==> config.mk <==
export PLATFORM = sky130hd
export DESIGN_NAME = e203_rst_sequencer_flat
export DESIGN_NICKNAME = d
export VERILOG_FILES = /design/src/rtl/e203_rst_sequencer_pkg.sv /design/src/rtl/e203_rst_sequencer_if.sv /design/src/rtl/e203_rst_sequencer_sync_debounce.sv /design/src/rtl/e203_rst_sequencer.sv /design/src/flat_wrapper.sv
export SDC_FILE = /design/constraint.sdc
export NUM_CORES = 1
export LEC_CHECK = 0
export CAP_MARGIN = 20
export CORE_ASPECT_RATIO = 0.75
export CORE_UTILIZATION = 28
export CTS_CLUSTER_DIAMETER = 120
export DETAILED_ROUTE_END_ITERATION = 10
export PLACE_DENSITY = 0.44
export SLEW_MARGIN = 40
export SYNTH_ARGS = -nofsm -noshare
export SYNTH_HDL_FRONTEND = slang
export SYNTH_SLANG_ARGS = --single-unit
export TNS_END_PERCENT = 20
==> constraint.sdc <==
create_clock -name hfextclk -period 3.7 [get_ports hfextclk]
set_input_delay 0.555 -clock hfextclk [delete_from_list [all_inputs] [get_ports hfextclk]]
set_output_delay 0.555 -clock hfextclk [all_outputs]
set_load 0.005 [all_outputs]
==> src/rtl/e203_rst_sequencer_pkg.sv <==
// Shared definitions for the SoC reset sequencer: state encodings, default
// timing parameters and the width helper for the shared phase counter.
// The state encodings are also decoded by the SoC status CSR, so they must
// not be renumbered.
package e203_rst_sequencer_pkg;

  typedef enum logic [2:0] {
    ST_WAIT_LOCK = 3'd0,
    ST_STABLE    = 3'd1,
    ST_HOLD      = 3'd2,
    ST_RUN       = 3'd3,
    ST_LOST      = 3'd4
  } seq_state_e;

  localparam int DEF_SYNC_STAGES     = 2;
  localparam int DEF_LOCK_STABLE_CYC = 1024;
  localparam int DEF_RST_HOLD_CYC    = 256;
  localparam int DEF_DBNC_CYC        = 16;
  localparam int DEF_LOSS_CNT_W      = 8;

  // Width of a counter that must hold 0 .. max(a,b)-1; never below 1 bit.
  function automatic int cnt_width(input int a, input int b);
    int m;
    m = (a > b) ? a : b;
    return (m > 1) ? $clog2(m) : 1;
  endfunction

endpackage

==> src/rtl/e203_rst_sequencer_if.sv <==
// Status/control bundle between the reset sequencer and the SoC side.
//   pll_lock, wakeup_raw   asynchronous pad/PLL levels into the sequencer
//   sw_rst_req             one-cycle synchronous request to re-run HOLD
//   soc_erst_n, rst_done   registered reset release / done indication
//   dwakeup_n              debounced wakeup, active-low
//   seq_state              current FSM state encoding
//   lock_loss_cnt          saturating count of RUN->LOST transitions
// The sequencer uses the slave modport; the SoC/environment uses master.
interface e203_rst_sequencer_if #(
  parameter int LOSS_CNT_W = 8
);
  logic                  pll_lock;
  logic                  wakeup_raw;
  logic                  sw_rst_req;
  logic                  soc_erst_n;
  logic                  dwakeup_n;
  logic                  rst_done;
  logic [2:0]            seq_state;
  logic [LOSS_CNT_W-1:0] lock_loss_cnt;

  modport slave (
    input  pll_lock, wakeup_raw, sw_rst_req,
    output soc_erst_n, dwakeup_n, rst_done, seq_state, lock_loss_cnt
  );

  modport master (
    output pll_lock, wakeup_raw, sw_rst_req,
    input  soc_erst_n, dwakeup_n, rst_done, seq_state, lock_loss_cnt
  );
endinterface

==> src/rtl/e203_rst_sequencer_sync_debounce.sv <==
// Multi-flop synchroniser followed by an optional level filter.
//   clk, rst    system clock, async active-high reset
//   async_i     asynchronous input level
//   level_o     filtered level (active-high, resets to 0)
// With DBNC_CYC > 1 the output only follows the synchronised input after it
// has differed from the current output for DBNC_CYC consecutive cycles.
// With DBNC_CYC == 1 the filter is bypassed and level_o is the last sync flop.
module e203_rst_sequencer_sync_debounce #(
  parameter int SYNC_STAGES = 2,
  parameter int DBNC_CYC    = 16
) (
  input  logic clk,
  input  logic rst,
  input  logic async_i,
  output logic level_o
);

  logic [SYNC_STAGES-1:0] sync_q, sync_d;
  logic                   sync_s;

  assign sync_d = {sync_q[SYNC_STAGES-2:0], async_i};
  assign sync_s = sync_q[SYNC_STAGES-1];

  always_ff @(posedge clk or posedge rst) begin
    if (rst) sync_q <= '0;
    else     sync_q <= sync_d;
  end

  if (DBNC_CYC > 1) begin : g_dbnc
    localparam int DW = $clog2(DBNC_CYC);
    localparam logic [DW-1:0] DCNT_LAST = DW'(DBNC_CYC - 1);

    logic          filt_q, filt_d;
    logic [DW-1:0] dcnt_q, dcnt_d;

    // Any sample agreeing with the current output restarts the run length.
    always_comb begin
      filt_d = filt_q;
      dcnt_d = '0;
      if (sync_s != filt_q) begin
        if (dcnt_q == DCNT_LAST) filt_d = sync_s;
        else                     dcnt_d = dcnt_q + 1'b1;
      end
    end

    always_ff @(posedge clk or posedge rst) begin
      if (rst) begin
        filt_q <= 1'b0;
        dcnt_q <= '0;
      end else begin
        filt_q <= filt_d;
        dcnt_q <= dcnt_d;
      end
    end

    assign level_o = filt_q;
  end else begin : g_bypass
    assign level_o = sync_s;
  end

endmodule

==> src/rtl/e203_rst_sequencer.sv <==
// SoC reset sequencer. Holds the SoC in reset until pll_lock has been stable
// for LOCK_STABLE_CYC cycles, keeps it there RST_HOLD_CYC more cycles, then
// releases it. Re-asserts reset on lock loss or on a software request, and
// produces a debounced active-low wakeup from the raw wakeup pad.
//   hfextclk   PLL high-frequency clock
//   globalrst  async reset, active-high
//   bus        slave side of e203_rst_sequencer_if (see interface header)
//
// state      | meaning
// WAIT_LOCK  | waiting for synchronised pll_lock, counter cleared
// STABLE     | counting consecutive locked cycles
// HOLD       | lock proven, keeping SoC in reset for the hold time
// RUN        | SoC out of reset
// LOST       | one-cycle marker after lock loss, then WAIT_LOCK
module e203_rst_sequencer
  import e203_rst_sequencer_pkg::*;
#(
  parameter int SYNC_STAGES     = DEF_SYNC_STAGES,
  parameter int LOCK_STABLE_CYC = DEF_LOCK_STABLE_CYC,
  parameter int RST_HOLD_CYC    = DEF_RST_HOLD_CYC,
  parameter int DBNC_CYC        = DEF_DBNC_CYC,
  parameter int LOSS_CNT_W      = DEF_LOSS_CNT_W
) (
  input  logic                       hfextclk,
  input  logic                       globalrst,
  e203_rst_sequencer_if.slave        bus
);

  localparam int CNT_W = cnt_width(LOCK_STABLE_CYC, RST_HOLD_CYC);
  localparam logic [CNT_W-1:0] STABLE_LAST = CNT_W'(LOCK_STABLE_CYC - 1);
  localparam logic [CNT_W-1:0] HOLD_LAST   = CNT_W'(RST_HOLD_CYC - 1);

  logic lock_s;
  logic wake_lvl;

  e203_rst_sequencer_sync_debounce #(
    .SYNC_STAGES (SYNC_STAGES),
    .DBNC_CYC    (1)
  ) u_lock_sync (
    .clk     (hfextclk),
    .rst     (globalrst),
    .async_i (bus.pll_lock),
    .level_o (lock_s)
  );

  e203_rst_sequencer_sync_debounce #(
    .SYNC_STAGES (SYNC_STAGES),
    .DBNC_CYC    (DBNC_CYC)
  ) u_wake_dbnc (
    .clk     (hfextclk),
    .rst     (globalrst),
    .async_i (bus.wakeup_raw),
    .level_o (wake_lvl)
  );

  seq_state_e            state_q, state_d;
  logic [CNT_W-1:0]      cnt_q, cnt_d;
  logic [LOSS_CNT_W-1:0] loss_q, loss_d;
  logic                  run_q;

  always_comb begin
    state_d = state_q;
    cnt_d   = cnt_q;
    loss_d  = loss_q;
    case (state_q)
      ST_WAIT_LOCK: begin
        cnt_d = '0;
        if (lock_s) state_d = ST_STABLE;
      end
      ST_STABLE: begin
        if (!lock_s) begin
          state_d = ST_WAIT_LOCK;
          cnt_d   = '0;
        end else if (cnt_q == STABLE_LAST) begin
          state_d = ST_HOLD;
          cnt_d   = '0;
        end else begin
          cnt_d = cnt_q + 1'b1;
        end
      end
      ST_HOLD: begin
        if (!lock_s) begin
          state_d = ST_WAIT_LOCK;
          cnt_d   = '0;
        end else if (cnt_q == HOLD_LAST) begin
          state_d = ST_RUN;
          cnt_d   = '0;
        end else begin
          cnt_d = cnt_q + 1'b1;
        end
      end
      ST_RUN: begin
        // Lock loss takes priority over a coincident software request.
        if (!lock_s) begin
          state_d = ST_LOST;
          if (loss_q != '1) loss_d = loss_q + 1'b1;
        end else if (bus.sw_rst_req) begin
          state_d = ST_HOLD;
          cnt_d   = '0;
        end
      end
      ST_LOST: begin
        state_d = ST_WAIT_LOCK;
        cnt_d   = '0;
      end
      default: begin
        state_d = ST_WAIT_LOCK;
        cnt_d   = '0;
      end
    endcase
  end

  // run_q is loaded from the next state so reset release/re-assert lands on
  // the same edge the state enters/leaves RUN, straight from a flop.
  always_ff @(posedge hfextclk or posedge globalrst) begin
    if (globalrst) begin
      state_q <= ST_WAIT_LOCK;
      cnt_q   <= '0;
      loss_q  <= '0;
      run_q   <= 1'b0;
    end else begin
      state_q <= state_d;
      cnt_q   <= cnt_d;
      loss_q  <= loss_d;
      run_q   <= (state_d == ST_RUN);
    end
  end

  assign bus.soc_erst_n    = run_q;
  assign bus.rst_done      = run_q;
  assign bus.dwakeup_n     = ~wake_lvl;
  assign bus.seq_state     = state_q;
  assign bus.lock_loss_cnt = loss_q;

endmodule

==> src/flat_wrapper.sv <==
// flat-port wrapper written by rule: the top's interface ports become plain ports
module e203_rst_sequencer_flat import e203_rst_sequencer_pkg::*;
#(
  parameter int SYNC_STAGES     = DEF_SYNC_STAGES,
  parameter int LOCK_STABLE_CYC = DEF_LOCK_STABLE_CYC,
  parameter int RST_HOLD_CYC    = DEF_RST_HOLD_CYC,
  parameter int DBNC_CYC        = DEF_DBNC_CYC,
  parameter int LOSS_CNT_W      = DEF_LOSS_CNT_W
)
  (hfextclk, globalrst, bus_pll_lock, bus_wakeup_raw, bus_sw_rst_req, bus_soc_erst_n, bus_dwakeup_n, bus_rst_done, bus_seq_state, bus_lock_loss_cnt);
  e203_rst_sequencer_if #(.LOSS_CNT_W(LOSS_CNT_W)) bus_i ();
  input  logic hfextclk;
  input  logic globalrst;
  input wire logic [$bits(bus_i.pll_lock)-1:0] bus_pll_lock;
  input wire logic [$bits(bus_i.wakeup_raw)-1:0] bus_wakeup_raw;
  input wire logic [$bits(bus_i.sw_rst_req)-1:0] bus_sw_rst_req;
  output wire logic [$bits(bus_i.soc_erst_n)-1:0] bus_soc_erst_n;
  output wire logic [$bits(bus_i.dwakeup_n)-1:0] bus_dwakeup_n;
  output wire logic [$bits(bus_i.rst_done)-1:0] bus_rst_done;
  output wire logic [$bits(bus_i.seq_state)-1:0] bus_seq_state;
  output wire logic [$bits(bus_i.lock_loss_cnt)-1:0] bus_lock_loss_cnt;
  assign bus_i.pll_lock = bus_pll_lock;
  assign bus_i.wakeup_raw = bus_wakeup_raw;
  assign bus_i.sw_rst_req = bus_sw_rst_req;
  assign bus_soc_erst_n = bus_i.soc_erst_n;
  assign bus_dwakeup_n = bus_i.dwakeup_n;
  assign bus_rst_done = bus_i.rst_done;
  assign bus_seq_state = bus_i.seq_state;
  assign bus_lock_loss_cnt = bus_i.lock_loss_cnt;
  e203_rst_sequencer #(.SYNC_STAGES(SYNC_STAGES), .LOCK_STABLE_CYC(LOCK_STABLE_CYC), .RST_HOLD_CYC(RST_HOLD_CYC), .DBNC_CYC(DBNC_CYC), .LOSS_CNT_W(LOSS_CNT_W)) u_core (.hfextclk(hfextclk), .globalrst(globalrst), .bus(bus_i));
endmodule
# [Word-level counts from Yosys, hierarchy flattened]
# Cells that the tools add are included.
[word_totals] reg_bits=31 latchBits=0 ramBits=0 mem_bits_ro=0 inputBits=5 out_inout_bits=14 wordCells=45 mem_count=0
[classes] addsub=3 multipliers=0 div=0 n_lt_le_gt_ge=0 eq_ne=11 shifts=0 mux=17 n_bitwise=2 reduce_logical=4
[op_table] operator="$mux W10" count=6
[op_table] operator="$pmux W10 S3" count=1
[op_table] operator="$mux W3" count=7
[op_table] operator="$pmux W3 S4" count=1
[op_table] operator="$add A10 B1 Y10 const B" count=1
[op_table] operator="$eq A10 B10 Y1 const B" count=1
[op_table] operator="$eq A10 B8 Y1 const B" count=1
[op_table] operator="$eq A3 B2 Y1 const B" count=3
[op_table] operator="$add A8 B1 Y8 const B" count=1
[op_table] operator="$mux W4" count=2
[op_table] operator="$ne A8 B8 Y1 const B" count=1
[op_table] operator="$add A4 B1 Y4 const B" count=1
[op_table] operator="$eq A4 B4 Y1 const B" count=1
[op_table] operator="$ne A2 B2 Y1 const B" count=2
[op_table] operator="$reduce_and A2 Y1" count=2
[op_table] operator="$eq A3 B1 Y1 const B" count=1
[op_table] operator="$logic_not A3 Y1" count=1
[op_table] operator="$reduce_and A3 Y1" count=1
[op_table] operator="$not A1 Y1" count=2
[op_table] operator="$ne A1 B1 Y1" count=1

# [Longest topological paths before layout]
# Gate-level depths: netlist of the first run.
[depth] ltp_word=5 mapped_depth=6 depth_no_buf=6

# [Modules after synthesis]
# A second synthesis of the first run with hierarchy kept.
[unflattened] hier_cells=141 hier_area_um2=1541.5
[modules_own_cells] mod="e203_rst_sequencer" n_inst=1 cells_each=119 area_per_inst_um2=1212.4 seq_area_each_um2=550.5
[modules_own_cells] mod="e203_rst_sequencer_sync_debounce at u_core.u_wake_dbnc" n_inst=1 cells_each=19 area_per_inst_um2=275.3 seq_area_each_um2=175.2
[modules_own_cells] mod="e203_rst_sequencer_sync_debounce at u_core.u_lock_sync" n_inst=1 cells_each=3 area_per_inst_um2=53.8 seq_area_each_um2=50.0

# [Worst setup path before layout of the first run]
# No wires, ideal clock.
[synth_path] path_type="register to register" start="register u_core.loss_q[0], in the netlist u_core.bus.lock_loss_cnt[0]" end="register u_core.loss_q[5], in the netlist u_core.bus.lock_loss_cnt[5]" setup_ns=0.123 arrival_ns=1.495 t_required_ns=3.577 setup_slack_ns=2.082 path_stages_with_launch=7 path_buffers=0 period_less_slack_ns=1.618 path_cell_list="dfrtp_1 > ha_1 > and3_1 > a211o_1 > nor2_1 > nand4_1 > xnor2_1"
[synth_between] elab_chain_cells=2 word_cells_on_any_way=3 classes_between="add/sub: 1; eq/ne: 1; reduce/logical: 1"
[synth_rtl] element="start, declared" line="e203_rst_sequencer.sv:58" text="logic [LOSS_CNT_W-1:0] loss_q, loss_d;"
[synth_rtl] element="start signal, assigned" line="e203_rst_sequencer.sv:124" text="loss_q <= loss_d;"
[synth_rtl] element="branches (longest 2 deep; another with $add A8 B1 Y8)"
# Several ways; the timed one is not identified.
# A chain may end at the register's enable or synchronous reset.

# [Final worst setup path of the first run]
[layout_path] start="register u_core.state_q[0], in the netlist u_core.bus.seq_state[0]" end="output port bus_seq_state[0]"
[layout_rtl] element="start, declared" line="e203_rst_sequencer.sv:56" text="seq_state_e state_q, state_d;"
[layout_rtl] element="start signal, assigned" line="e203_rst_sequencer.sv:122" text="state_q <= state_d;"
[layout_rtl] element="end, declared" line="flat_wrapper.sv:20" text="output wire logic [$bits(bus_i.seq_state)-1:0] bus_seq_state;"
# No word-level cell between the ends.

==> reports/metrics.csv, run 1 <==
metric,value,unit
CP bufs+invs,1,
final setup vio count,0,
Area contributors post-synth,"dfrtp_1 53%, nand2_1 5.1%, xnor2_1 4.8%, o21ai_0 2.7%, ha_1 2.6%",
Longest Clk Path Bufs,2,
die width,85.4,µm
Yosys reg bits,31,
final hold vios,0,
Antenna Nets Post-Route,0,
Synth Instances,139,
vias in the first global route,1112,
Crit-path slowest cell,clkdlybuf4s50_1,
net count reported at finish,171,
Slew headroom,49.6,%
Vias,1098,
I/O pins,19,
die area,5510,µm²
CTS Root Cell,clkbuf_8,
CTS H-Tree Depth,2,
Mapped Avg Cell Area,10.5,µm²
core area,4950,µm²
critical path launch point type,flop,
Placed Cells,216,
Worst path max stage delay,0.56,ns
CP Capture Type,output pin,
HPWL Detailed,1930,µm
Max Fclk,0.533,GHz
Post-Syn Area,1460,µm²
cell taking the most area after synthesis,dfrtp_1,
"CTS clk-pin slew, worst paths",0.06,ns
"commonest non-fill, non-tap cell in the layout",dfrtp_1,
GRT overflow,0,
Final Max Slew Viols,0,
initial antenna violation count,0,
GP Congestion,0.718,
largest net degree at the start of global routing,32,
fill count,514,
fin crit share,50.7,%
Synth Flop Type,dfrtp_1,
yosys warns,0,
Finished Layout Cells,224,
Required @ worst endpoint,3.14,ns
Post-synth ARST share,100,%
clk sinks,31,
Worst-Skew Late Latency,0.28,ns
top-area cell type share of the netlist area,53.1,%
skew final,0.00222,ns
chip height,64.5,µm
Avg WL per Cell,12.3,µm
Max Fanout on Critical Path,10,
"Net Count, Synth",147,
Worst Max-Slew Pin Slew,0.756,ns
HP Class,flop to flop,
family with the most delay on the worst path,buffers and inverters,
status,"complete, no violations",
sequential fraction of the synthesis area,53.1,%
Initial Utilization,29.5,%
synth-to-layout area growth,24.1,%
residual DRC count,0,
Num CTS Buffers,5,
WHS,0.347,ns
min Tclk post-route,1.88,ns
# Post-CTS Setup Buffers,0,
CTS tree,built,
Post-synth EDFFs,0,
max_cap viols,0,
"commonest non-fill, non-tap cells in the layout","31 x dfrtp_1, 20 x nand2_1, 18 x clkdlybuf4s50_1, 8 x o21ai_0, 8 x xnor2_1",
PortBufs,18,
global-route wire length before repair,4950,µm
multi-input logic area,658,µm²
Post-Route WL,2760,µm
gr usage total,11.9,%
worst vdd ir,0.150,mV
Vias/cell,4.90,
Placement Rows,22,
count of cell types in the netlist,41,
# diodes,0,
Critical Path AT,1.32,ns
number of gates resized after CTS,0,
Pwr Density,370,nW/µm²
total iterations of the first detailed-routing run,4,
crit path cell chain,clkdlybuf4s50_1,
final setup TNS,0,ns
Reg area,776,µm²
WS Path Type,flop to output pin,
LEAKAGE,0.796,nW
share of cells above drive strength 1,10.4,%
RSZ-0062 raised after global routing,false,
cts hold-fix bufs,0,
Initial DRC Count,105,
-- kinds of logic after synthesis --
group           share of synthesized area, %
compound gates                          12.3
xor+xnor                                5.40
fa+ha+maj                               2.57
buf+inv                                 1.80
flops                                   53.1
mux                                     2.31
simple gates                            22.5
-- cell type report --
cell class                 instances  share of cell area, %
timing repair buffer              19                   10.4
tap                               60                   4.14
clock buffer                       8                   5.52
inverter                           4                  0.829
multi-input combinational        102                   36.3
sequential                        31                   42.8
-- cell usage after synthesis (2+ instances only) --
| library cell | count |
|---|---|
| inv_1 | 4 |
| dfrtp_1 | 31 |
| a31oi_1 | 4 |
| a21oi_1 | 6 |
| nor3_1 | 4 |
| nor2b_1 | 5 |
| mux2_2 | 3 |
| o21ai_0 | 8 |
| and3_1 | 2 |
| nor2_1 | 7 |
| nor4bb_1 | 2 |
| xnor2_1 | 8 |
| ha_1 | 3 |
| nand2_1 | 20 |
| nand3_1 | 6 |
-- routing by layer --
| metal | share of wire (%) | track usage, % | wire (µm) | vias to the layer above |
|---|---|---|---|---|
| met3 | 4.4 | 3.95 | 120 | 8 |
| met4 | 2.2 | 6.88 | 61 | 0 |
| met1 | 48 | 14.5 | 1320 | 526 |
| li1 | - | - | - | 542 |
| met2 | 46 | 18.5 | 1260 | 22 |
| met5 | 0 | 0 | 0 | - |
-- state kept, by name (all words and copies together) (netlist names) --
signal                            cells
u_core.cnt_q                         10
u_core.u_wake_dbnc.g_dbnc.dcnt_q      4
u_core.bus.rst_done                   1
u_core.bus.lock_loss_cnt              8
u_core.u_wake_dbnc.sync_q             2
u_core.u_lock_sync.sync_q             2
u_core.u_wake_dbnc.level_o            1
u_core.bus.seq_state                  3
-- metrics by stage --
step / cell area, µm² / utilization, % / setup WS [ns] / total power, mW
3_5_place_dp: 1710 / 34.5 / 1.63 / 0.390
4_1_cts: 1810 / 36.6 / 1.79 / 0.685
3_3_place_gp: 1710 / 34.5 / 1.77 / 0.388
2_1_floorplan: 1460 / - / 2.08 / 0.376
5_1_grt: 1810 / 36.6 / 1.74 / 0.704
6_report: 1810 / 36.6 / 1.82 / 0.669
-- report_power, final --
part | internal [mW] | switching, mW
combinational | 0.0138 | 0.0165
sequential | 0.346 | 0.00624
clock | 0.169 | 0.118
total | 0.529 | 0.141
-- path summary, 6_finish.rpt --
kind	from	end	slack, ns	cells after the start
max in group asynchronous	globalrst	u_core.u_lock_sync.sync_q[0]$_DFF_PP0_	2.75	3
max reg2reg	u_core.cnt_q[0]$_DFFE_PP0P_	u_core.bus.seq_state[0]$_DFF_PP0_	1.90	6
min reg2reg	u_core.u_wake_dbnc.sync_q[0]$_DFF_PP0_	u_core.u_wake_dbnc.sync_q[1]$_DFF_PP0_	0.35	0
min	u_core.u_wake_dbnc.sync_q[0]$_DFF_PP0_	u_core.u_wake_dbnc.sync_q[1]$_DFF_PP0_	0.35	0
min in group asynchronous	globalrst	u_core.bus.lock_loss_cnt[6]$_DFFE_PP0P_	0.66	3
max	u_core.bus.seq_state[0]$_DFF_PP0_	bus_seq_state[0]	1.82	1
(Power assumes the default switching activity.)
==> run 2: changes to the inputs <==
Clock period 3.7 ns to 1.85 ns, I/O delays scaled along.
==> reports/metrics.csv, run 2 (synthesized netlist as in run 1, its figures left out) <==
metric,value,unit
max reg flops,10,
HPWL Detailed,1940,µm
vias in the first global route,1012,
multi-input logic area,664,µm²
max_cap viols,0,
die area,5510,µm²
global-route wire length before repair,4620,µm
net count reported at finish,173,
CP Capture Type,flop,
WHS,0.351,ns
final setup vio count,0,
Max Fanout on Critical Path,4,
Required @ worst endpoint,2.01,ns
I/O pins,19,
Slew headroom,69.4,%
core area,4950,µm²
final setup TNS,0,ns
CTS tree,built,
Reg area,776,µm²
crit path cell chain,ha_1 > and3_1 > a211o_1 > nor2_2 > nand4_1 > xnor2_1,
Vias/cell,4.87,
FF-to-FF Start,u_core.bus.lock_loss_cnt[0]$_DFFE_PP0P_,
Biggest register,u_core.cnt_q,
GP Congestion,0.718,
HP Class,flop to flop,
largest net degree at the start of global routing,32,
skew final,0.00538,ns
Avg WL per Cell,12.2,µm
Hold Crit Start,u_core.u_wake_dbnc.sync_q[0]$_DFF_PP0_,
"CTS clk-pin slew, worst paths",0.06,ns
PortBufs,18,
CTS Root Cell,clkbuf_8,
Max Fclk,0.587,GHz
fill count,495,
initial antenna violation count,0,
Crit-path slowest cell,dfrtp_1,
Setup crit start,u_core.bus.lock_loss_cnt[0]$_DFFE_PP0P_,
Critical Path AT,1.87,ns
RSZ-0062 raised after global routing,false,
Longest Clk Path Bufs,2,
LEAKAGE,0.816,nW
Initial Utilization,29.5,%
hold depth,0,
R2R cell count,6,
Worst Max-Slew Pin Slew,0.459,ns
Placement Rows,22,
Post-Route WL,2770,µm
"commonest non-fill, non-tap cell in the layout",dfrtp_1,
chip height,64.5,µm
Pwr Density,780,nW/µm²
# Post-CTS Setup Buffers,0,
worst vdd ir,0.371,mV
"commonest non-fill, non-tap cells in the layout","31 x dfrtp_1, 20 x nand2_1, 18 x clkdlybuf4s50_1, 8 x o21ai_0, 8 x xnor2_1",
total iterations of the first detailed-routing run,4,
clk sinks,31,
Worst-Skew Late Latency,0.28,ns
Final Max Slew Viols,0,
fin crit share,92.0,%
Num CTS Buffers,5,
die width,85.4,µm
gr usage total,11.3,%
GRT overflow,0,
critical path launch point type,flop,
residual DRC count,0,
WS Path Type,flop to flop,
status,"complete, no violations",
Vias,1100,
final hold vios,0,
cts hold-fix bufs,0,
Worst path max stage delay,0.42,ns
min Tclk post-route,1.70,ns
share of cells above drive strength 1,13.3,%
synth-to-layout area growth,26.7,%
# diodes,0,
CTS H-Tree Depth,2,
Initial DRC Count,26,
Antenna Nets Post-Route,0,
[run 2: changes by cell type in the layout (fill, tap and decap cells not counted)]
| cell | before | now |
|---|---|---|
| nor2_2 | 0 | 1 |
| nor2_1 | 7 | 6 |
| a21oi_1 | 6 | 5 |
| clkbuf_8 | 7 | 6 |
| clkinv_2 | 0 | 1 |
| clkbuf_1 | 1 | 0 |
| bufinv_16 | 0 | 1 |
| buf_4 | 1 | 3 |
| a21oi_2 | 1 | 2 |
[run 2: critical path: cells and delay by family, from the launching register on]
family,cells,cell delay [ns]
xor gates and xnor gates,1,0.14
AOI/OAI and AO/OA,1,0.35
DFF,1,0.42
adders and majority gates,1,0.23
and+or+nand+nor,3,0.45
[run 2: what timing repair did]
| item | 4_1_cts | 5_1_grt |
|---|---|---|
| setup endpoints to repair | 0 | 1 |
| resized for setup | 0 | 1 |
| hold endpoints to repair | 0 | 0 |
[run 2: worst paths after layout]
path | end | slack, ns
max | u_core.bus.lock_loss_cnt[5]$_DFFE_PP0P_ | 0.15
min | u_core.u_wake_dbnc.sync_q[1]$_DFF_PP0_ | 0.35
max reg2reg | u_core.bus.lock_loss_cnt[5]$_DFFE_PP0P_ | 0.15
min reg2reg | u_core.u_wake_dbnc.sync_q[1]$_DFF_PP0_ | 0.35
max in group asynchronous | u_core.bus.seq_state[0]$_DFF_PP0_ | 1.19
min in group asynchronous | u_core.bus.seq_state[1]$_DFF_PP0_ | 0.38
[run 2: stage by stage]
stage | setup slack (ns) | std cells | instance area, µm² | utilization, % | power (mW)
2_1_floorplan | 0.232 | 139 | 1460 | - | 0.752
3_3_place_gp | 0.107 | 218 | 1730 | 34.8 | 0.777
3_5_place_dp | 0.0670 | 218 | 1730 | 34.8 | 0.779
4_1_cts | 0.0915 | 226 | 1840 | 37.2 | 1.47
5_1_grt | 0.0501 | 226 | 1850 | 37.3 | 1.50
6_report | 0.147 | 226 | 1850 | 37.3 | 1.44
[run 2: area by class of cell]
cell class              instances  share of cell area [%]
multi-input cells             102                    35.9
clock inverters                 2                    1.89
clock buffers                   6                    4.46
repair buffers                 21                    11.0
flip-flops and latches         31                    41.9
well taps                      60                    4.06
inverters                       4                   0.811
[run 2: power by group]
group,total (mW),internal (mW),switching [mW]
registers,0.704,0.691,0.0128
clock network,0.679,0.435,0.244
logic,0.0609,0.0275,0.0333
total,1.44,1.15,0.290
[run 2: routing by layer]
layer	share of wire, %	routed length (µm)	global-route usage, %	vias to the layer above
met3	4.3	119	4.08	6
met1	52	1430	14.4	528
met5	0	0	0	-
met2	42	1170	16.5	18
li1	-	-	-	548
met4	2.0	54	6.25	0
==> run 3: changes to the inputs <==
Settings changed: DONT_BUFFER_PORTS set to 1, PLACE_DENSITY 0.44 to 0.39, SKIP_CTS_REPAIR_TIMING set to 1.
==> reports/metrics.csv, run 3 (synthesized netlist as in run 1, its figures left out) <==
metric,value,unit
Required @ worst endpoint,2.02,ns
switch share,21.5,%
WHS,-0.0340,ns
share of cells above drive strength 1,14.8,%
Final Max Slew Viols,0,
CTS H-Tree Depth,2,
Area after DPL,1560,µm²
final non-filler cell area,1660,µm²
largest net degree at the start of global routing,32,
HPWL Detailed,2030,µm
Max Fanout on Critical Path,4,
GRT overflow,0,
final setup TNS,0,ns
GP Congestion,0.760,
final setup vio count,0,
fin crit share,90.9,%
HP Class,primary input to asynchronous set/reset pin,
fill count,507,
Initial Utilization,29.5,%
final hold vios,31,
Slew headroom,70.7,%
gr usage total,11.8,%
# diodes,0,
status,"complete, but fails checks",
Vias/cell,5.02,
Vias,1050,
Clock Power Share,40.8,%
WS Path Type,flop to flop,
critical path launch point type,flop,
CTS tree,built,
initial antenna violation count,0,
Placement Rows,22,
core area,4950,µm²
die area,5510,µm²
Worst-Skew Late Latency,0.28,ns
Pwr Density,769,nW/µm²
violated checks,negative hold slack,
Longest Clk Path Bufs,2,
max reg flops,10,
Seq pwr share,55.2,%
synth-to-layout area growth,13.6,%
die width,85.4,µm
clk sinks,31,
PortBufs,0,
"commonest non-fill, non-tap cell in the layout",dfrtp_1,
"CTS clk-pin slew, worst paths",0.06,ns
RSZ-0062 raised after global routing,false,
Biggest register,u_core.cnt_q,
total iterations of the first detailed-routing run,4,
internal power,1.00,mW
skew final,0.00730,ns
Psw,0.275,mW
worst vdd ir,0.253,mV
Antenna Nets Post-Route,0,
vias in the first global route,1031,
CTS Root Cell,clkbuf_8,
Worst Max-Slew Pin Slew,0.440,ns
global-route wire length before repair,4900,µm
Num CTS Buffers,5,
Avg WL per Cell,13.3,µm
Initial DRC Count,51,
combinational power share,4.0,%
Post-Route WL,2770,µm
residual DRC count,0,
LEAKAGE,0.750,nW
min Tclk post-route,1.68,ns
Finished Layout Cells,209,
max_cap viols,0,
Max Fclk,0.595,GHz
net count reported at finish,157,
Critical Path AT,1.85,ns
"commonest non-fill, non-tap cells in the layout","31 x dfrtp_1, 20 x nand2_1, 8 x o21ai_0, 8 x xnor2_1",
CP Capture Type,flop,
I/O pins,19,
chip height,64.5,µm
Placed Cells,202,
[run 3: changes by cell type in the layout (fill, tap and decap cells not counted)]
cell,change
a21oi_1,+1
buf_4,+2
clkdlybuf4s50_1,-18
a21oi_2,-2
a21oi_4,+1
bufinv_16,-1
[run 3: final timing paths]
check | start | endpoint | slack (ns) | cells past startpoint
worst min register to register | u_core.u_wake_dbnc.sync_q[0]$_DFF_PP0_ | u_core.u_wake_dbnc.sync_q[1]$_DFF_PP0_ | 0.35 | 0
worst max-delay path | u_core.bus.lock_loss_cnt[1]$_DFFE_PP0P_ | u_core.bus.lock_loss_cnt[5]$_DFFE_PP0P_ | 0.17 | 6
worst min-delay path | globalrst | u_core.bus.lock_loss_cnt[5]$_DFFE_PP0P_ | -0.03 | 2
max in group asynchronous | globalrst | u_core.cnt_q[4]$_DFFE_PP0P_ | 1.59 | 2
worst max register to register | u_core.bus.lock_loss_cnt[1]$_DFFE_PP0P_ | u_core.bus.lock_loss_cnt[5]$_DFFE_PP0P_ | 0.17 | 6
min in group hfextclk | bus_pll_lock | u_core.u_lock_sync.sync_q[0]$_DFF_PP0_ | 0.03 | 0
[run 3: critical path: stages, from the launching register on]
cell and delay, ns:
dfrtp_1 0.42, ha_1 0.21, and3_1 0.14, a211o_1 0.35
nor2_2 0.18, nand4_1 0.13, xnor2_1 0.14
[run 3: area by class of cell]
class                   count  area, µm²  area share, %
flip-flops and latches     31        776           46.8
inverters                   4       15.0          0.905
multi-input cells         102        668           40.3
clock inverters             1       5.00          0.302
repair buffers              5       37.5           2.26
well taps                  60       75.1           4.52
clock buffers               6       82.6           4.98
[run 3: power groups by stage]
stage	Clock, mW	Sequential [mW]	Combinational (mW)
finish	0.521	0.704	0.0515
CTS	0.544	0.704	0.0521
floorplan	0	0.713	0.0395
global placement	0	0.716	0.0505
global route	0.575	0.707	0.0602
detailed placement	0	0.717	0.0516
[run 3: metrics by stage]
| stage | power (mW) | util, % | hold slack (ns) | setup WS, ns |
|---|---|---|---|---|
| 2_1_floorplan | 0.752 | - | 0.309 | 0.232 |
| 3_3_place_gp | 0.767 | 31.5 | 0.277 | 0.163 |
| 3_5_place_dp | 0.769 | 31.5 | 0.280 | 0.140 |
| 4_1_cts | 1.30 | 33.3 | -0.0237 | 0.127 |
| 5_1_grt | 1.34 | 33.5 | 0.00916 | 0.0241 |
| 6_report | 1.28 | 33.5 | -0.0340 | 0.169 |
[run 3: metal layers]
layer  routed length [µm]  global-route usage [%]
met3                  184                    4.71
met5                    0                       0
met4                   52                    5.63
met2                 1150                    17.4
met1                 1380                    15.1
